--- config.mk ---
export PLATFORM = sky130hd
export DESIGN_NAME = addsub_serial
export DESIGN_NICKNAME = d
export VERILOG_FILES = /design/src/rtl/addsub_pkg.sv /design/src/rtl/addsub_chunk.sv /design/src/rtl/addsub_serial.sv
export SDC_FILE = /design/constraint.sdc
export NUM_CORES = 1
export LEC_CHECK = 0
export ABC_AREA = 1
export BUFFER_PORTS_ARGS = -buffer_cell sky130_fd_sc_hd__buf_2
export CAP_MARGIN = 0
export CORE_MARGIN = 2
export CORE_UTILIZATION = 30
export CTS_CLUSTER_SIZE = 14
export DETAILED_ROUTE_END_ITERATION = 10
export PLACE_DENSITY = 0.52
export SLEW_MARGIN = 10
export SYNTH_ARGS = -nofsm -noshare
export SYNTH_HDL_FRONTEND = slang
export SYNTH_SLANG_ARGS = --single-unit
--- constraint.sdc ---
create_clock -name clk -period 7.2 [get_ports clk]
set_input_delay 1.44 -clock clk [delete_from_list [all_inputs] [get_ports clk]]
set_output_delay 1.44 -clock clk [all_outputs]
set_load 0.01 [all_outputs]
--- src/rtl/addsub_pkg.sv ---
// Shared definitions for the serial add/subtract unit: FSM states, op encoding
// and the slice-counter width helper.
package addsub_pkg;

  typedef enum logic [1:0] {
    IDLE = 2'd0,
    RUN  = 2'd1,
    DONE = 2'd2
  } state_t;

  localparam logic OP_ADD = 1'b0;
  localparam logic OP_SUB = 1'b1;

  // Bits needed to count 0..n-1, never less than one.
  function automatic int cnt_width(input int n);
    int w;
    w = 1;
    for (int i = 1; i < 31; i++) begin
      if ((1 << i) < n) w = i + 1;
    end
    return w;
  endfunction

endpackage

--- src/rtl/addsub_chunk.sv ---
// One CHUNK-bit slice of the add/subtract carry chain (purely combinational).
module addsub_chunk
  import addsub_pkg::*;
#(
  parameter int CHUNK = 2
) (
  input  logic [CHUNK-1:0] a,
  input  logic [CHUNK-1:0] b,
  input  logic             sub,
  input  logic             carry_in,
  output logic [CHUNK-1:0] s,
  output logic             carry_out,
  output logic             msb_carry
);

  logic [CHUNK-1:0] bx;
  logic [CHUNK:0]   sum;

  always_comb begin
    bx        = (sub == OP_SUB) ? ~b : b;
    sum       = {1'b0, a} + {1'b0, bx} + {{CHUNK{1'b0}}, carry_in};
    s         = sum[CHUNK-1:0];
    carry_out = sum[CHUNK];
    // Carry into the top bit; xor with carry_out gives signed overflow.
    msb_carry = a[CHUNK-1] ^ bx[CHUNK-1] ^ sum[CHUNK-1];
  end

endmodule

--- src/rtl/addsub_serial.sv ---
// Multi-cycle add/subtract: WIDTH bits handled CHUNK bits per clock, LSB slice
// first, with the carry held in a register between slices.
module addsub_serial
  import addsub_pkg::*;
#(
  parameter int WIDTH = 8,
  parameter int CHUNK = 2
) (
  input  logic             clk,
  input  logic             rst,
  input  logic             in_valid,
  output logic             in_ready,
  input  logic [WIDTH-1:0] A,
  input  logic [WIDTH-1:0] B,
  input  logic             sub,
  input  logic             Cin,
  output logic             out_valid,
  input  logic             out_ready,
  output logic [WIDTH-1:0] Result,
  output logic             Cout,
  output logic             Ovf,
  output logic             Zero
);

  if (CHUNK < 1 || (WIDTH % CHUNK) != 0) begin : g_bad_cfg
    $error("addsub_serial: WIDTH must be a positive multiple of CHUNK");
  end

  localparam int NSLICE = WIDTH / CHUNK;
  localparam int CW     = cnt_width(NSLICE);
  localparam logic [CW-1:0] LAST = CW'(NSLICE - 1);

  state_t           state_q, state_nxt;
  logic [CW-1:0]    cnt_q;
  logic [WIDTH-1:0] a_q, b_q;
  logic             sub_q;
  logic             carry_q;
  logic [WIDTH-1:0] result_q, res_nxt;
  logic             cout_q, ovf_q, zero_q;

  logic [CHUNK-1:0] a_sl, b_sl, s_sl;
  logic             c_out, msb_c;

  assign a_sl = a_q[cnt_q*CHUNK +: CHUNK];
  assign b_sl = b_q[cnt_q*CHUNK +: CHUNK];

  addsub_chunk #(.CHUNK(CHUNK)) u_chunk (
    .a        (a_sl),
    .b        (b_sl),
    .sub      (sub_q),
    .carry_in (carry_q),
    .s        (s_sl),
    .carry_out(c_out),
    .msb_carry(msb_c)
  );

  // Result with the current slice merged in; lets Zero see the final word.
  always_comb begin
    res_nxt = result_q;
    res_nxt[cnt_q*CHUNK +: CHUNK] = s_sl;
  end

  always_comb begin
    state_nxt = state_q;
    in_ready  = 1'b0;
    out_valid = 1'b0;
    case (state_q)
      IDLE: begin
        in_ready = 1'b1;
        if (in_valid) state_nxt = RUN;
      end
      RUN: begin
        if (cnt_q == LAST) state_nxt = DONE;
      end
      DONE: begin
        out_valid = 1'b1;
        if (out_ready) state_nxt = IDLE;
      end
      default: state_nxt = IDLE;
    endcase
  end

  always_ff @(posedge clk) begin
    if (rst) state_q <= IDLE;
    else     state_q <= state_nxt;
  end

  // Operand copies need no reset: they are always loaded before use.
  always_ff @(posedge clk) begin
    if (state_q == IDLE && in_valid) begin
      a_q   <= A;
      b_q   <= B;
      sub_q <= sub;
    end
  end

  always_ff @(posedge clk) begin
    if (rst) begin
      cnt_q    <= '0;
      carry_q  <= 1'b0;
      result_q <= '0;
      cout_q   <= 1'b0;
      ovf_q    <= 1'b0;
      zero_q   <= 1'b0;
    end else begin
      case (state_q)
        IDLE: begin
          if (in_valid) begin
            cnt_q   <= '0;
            carry_q <= (sub == OP_SUB) ? ~Cin : Cin;
          end
        end
        RUN: begin
          result_q <= res_nxt;
          carry_q  <= c_out;
          cnt_q    <= cnt_q + CW'(1);
          if (cnt_q == LAST) begin
            cout_q <= (sub_q == OP_SUB) ? ~c_out : c_out;
            ovf_q  <= c_out ^ msb_c;
            zero_q <= (res_nxt == '0);
          end
        end
        default: ;
      endcase
    end
  end

  assign Result = result_q;
  assign Cout   = cout_q;
  assign Ovf    = ovf_q;
  assign Zero   = zero_q;

endmodule
==> metrics.yaml <==
cts:
  insertion_delay_ns: 0.29
  post-cts-setup-buffers: 0
  cts-resized-gates: 0
  tritoncts: "done"
  h-tree-depth: 2
  cts.reportedPaths.clkPinSlew_ns: 0.07
  cts-root-buf: "clkbuf_8"
  cts_hold_buf: 0
  clock-sinks: 33
  clk_path_buf_depth: 2
  cts_buffers: 5
place:
  hpwl_um: 2400
  io_buffer_count: 34
  finalWeightedCongestion: 0.829
power:
  vdd_drop_max_mv: 0.129
  p_int_w: 0.000354
  p_leak_nw: 0.927
  p_switching_w: 0.000137
  p_per_area_nw_per_um2: 246
  seqPwrFrac: 0.447
  power_frac_clock: 0.355
  switching_share: 0.280
  p_comb_frac: 0.197
setup_path:
  path_class: "flop to flop"
  rr_worst_depth: 13
  rr_startpoint: "cnt_q[0]$_SDFFE_PP0P_"
  slowest_delay_ns: 0.68
  crit_cells: 13
  crit_chain: "inv_2, o21ai_0, o22ai_1, xor2_1, fa_1, inv_1, fa_1, nor2_1, nand2_1, o22ai_1, nor2_1, nand3_1, a21oi_1"
  critPathBufInv: 2
  crit_path_end_kind: "flop"
  crit_start: "cnt_q[0]$_SDFFE_PP0P_"
  cp.required_ns: 7.37
  cp_max_fo: 16
  r2r_slack_ns: 4.20
  cp_slowest_cell: "dfxtp_1"
  crit_family: "adder cells"
  cp.arrival_ns: 3.17
  setup.worst_path.start_class: "flop"
worst_hold_path:
  min_path_type: "flop to flop"
  min-delay-start: "Zero$_SDFFE_PP0P_"
  holdPathStages: 2
routing:
  wl_per_cell_um: 10.7
  dr.pass1.iters: 4
  via_per_inst: 4.34
  routed_wl_um: 3150
  drtIter0Drc: 54
  ant_nets: 0
  drc: 0
  num_vias: 1281
final_layout:
  syn2layout_area_growth_pct: 20.8
  finish.utilization: 0.369
  layout-drive-gt1-share: 0.211
  diodes: 0
  finalNetCount: 253
sta:
  finClkSkew_ns: 0.00657
  finalSetupViolCount: 0
  tns_ns: 0
  worst_slew_pin_slew_ns: 0.623
  finalHoldViolations: 0
  timing.fmax_mhz: 333
  max_slew_margin: 0.584
  min_period_over_period: 0.417
  rsz0062_at_grt: "false"
  fin_crit_ns: 3.00
  slew_violations: 0
die:
  rows: 27
  die_w_um: 78.2
  start_util: 0.305
  dieArea_um2: 6110
  io_pins: 35
  die_height_um: 78.2
  core_region_area_um2: 5410
synthesis:
  syn_inst: 186
  synth_cell_types: 28
  synth_xor_area_frac: 0.0318
  synth_top_family_by_area: "simple AND/OR/NAND/NOR gates"
  synth.area.mux_share: 0
  syn_area_um2: 1650
  synthAdderAreaFrac: 0.0773
  synth_nets: 217
  postSynthAreaPerCell_um2: 8.87
  synth_simple_gate_area_share: 0.177
  ys_ff_latch: 33
  synth_warnings: 0
  ys_seq_area_frac: 0.503
  synth_compound_area_frac: 0.118
global_routing:
  grt_pass1_wl_um: 5440
  grt_pass1_vias: 1259
  overflow: 0
  antenna_found_initial: 0
  grtUsageTotal: 0.114
  grt_start_max_net_pins: 18
status:
  outcome: "finished clean"
job:
  cap_viol_max_count: 0
worst register-to-register path, cell delays in order (launching register included):
cell and delay, ns:
dfxtp_1 0.68, inv_2 0.23, o21ai_0 0.20, o22ai_1 0.10, xor2_1 0.16, fa_1 0.37, inv_1 0.08, fa_1 0.46
nor2_1 0.20, nand2_1 0.07, o22ai_1 0.14, nor2_1 0.07, nand3_1 0.08, a21oi_1 0.06
metal layers:
metal	GRT usage	share of wire
met4	0.0526	0.018
met5	0	0
met1	0.133	0.45
met3	0.0379	0.051
met2	0.191	0.47
sequential cells by signal, summed over array words and instances, names as in the netlist, 2 cells and up:
name     flops
b_q          8
state_q      2
a_q          8
cnt_q        2
Result       8
synth_stat cells, drive strengths merged:
cell type / n / share of area
a21oi: 9 / 0.027
edfxtp: 17 / 0.31
o21ai: 8 / 0.024
o221ai: 2 / 0.011
xnor2: 3 / 0.016
nand4: 2 / 0.0076
inv: 32 / 0.073
fa: 2 / 0.024
buf: 4 / 0.017
a32o: 1 / 0.0061
o211ai: 4 / 0.018
nor3: 1 / 0.0030
ha: 7 / 0.053
nand3: 6 / 0.018
xor2: 3 / 0.016
nor2: 27 / 0.061
o22ai: 3 / 0.011
a211oi: 1 / 0.0046
or2: 5 / 0.019
nand2: 30 / 0.068
dfxtp: 16 / 0.19
a32oi: 1 / 0.0099
clkbuf: 1 / 0.0023
a221oi: 1 / 0.0053
per-stage QoR:
step,instance area [um^2],setup WS [ns],hold slack (ns),std cells,power (W)
2_1_floorplan,1650,4.69,0.488,186,0.000296
3_3_place_gp,1880,4.31,0.486,287,0.000322
3_5_place_dp,1880,4.23,0.482,287,0.000322
4_1_cts,1990,4.19,0.493,295,0.000498
5_1_grt,1990,3.96,0.531,295,0.000521
6_report,1990,4.20,0.485,295,0.000491
layout by cell type, fill, tap and decap left out, types with 6 or more instances in the layout:
master,n
ha_1,7
a21oi_1,9
buf_2,34
nor2_1,27
dfxtp_1,16
nand2_1,30
inv_1,29
nand3_1,6
o21ai_0,8
edfxtp_1,17
power by group through the flow:
stage          clock network [W]  registers (W)   logic, W
2_1_floorplan                  0       0.000223  0.0000727
3_3_place_gp                   0       0.000224  0.0000976
3_5_place_dp                   0       0.000224  0.0000977
4_1_cts                 0.000180       0.000220  0.0000982
5_1_grt                 0.000187       0.000221   0.000113
6_report                0.000174       0.000220  0.0000970
path summary, 6_finish.rpt:
kind	end
min	Zero$_SDFFE_PP0P_
min reg2reg	Zero$_SDFFE_PP0P_
max	Zero$_SDFFE_PP0P_
max reg2reg	Zero$_SDFFE_PP0P_
cells by family after synthesis:
family                     count (synthesis)
AOI/OAI and AO/OA                         30
xor gates and xnor gates                   6
adders and majority gates                  9
buffers and inverters                     37
DFF                                       33
and+or+nand+nor                           71
layout make-up:
type	count	area, um^2
fillers	582	3410
repair buffers	34	170
multi-input cells	116	667
clock inverters	3	46.3
clock buffers	5	68.8
flip-flops and latches	33	831
inverters	32	120
well taps	72	90.1
(Power assumes the default switching activity.)
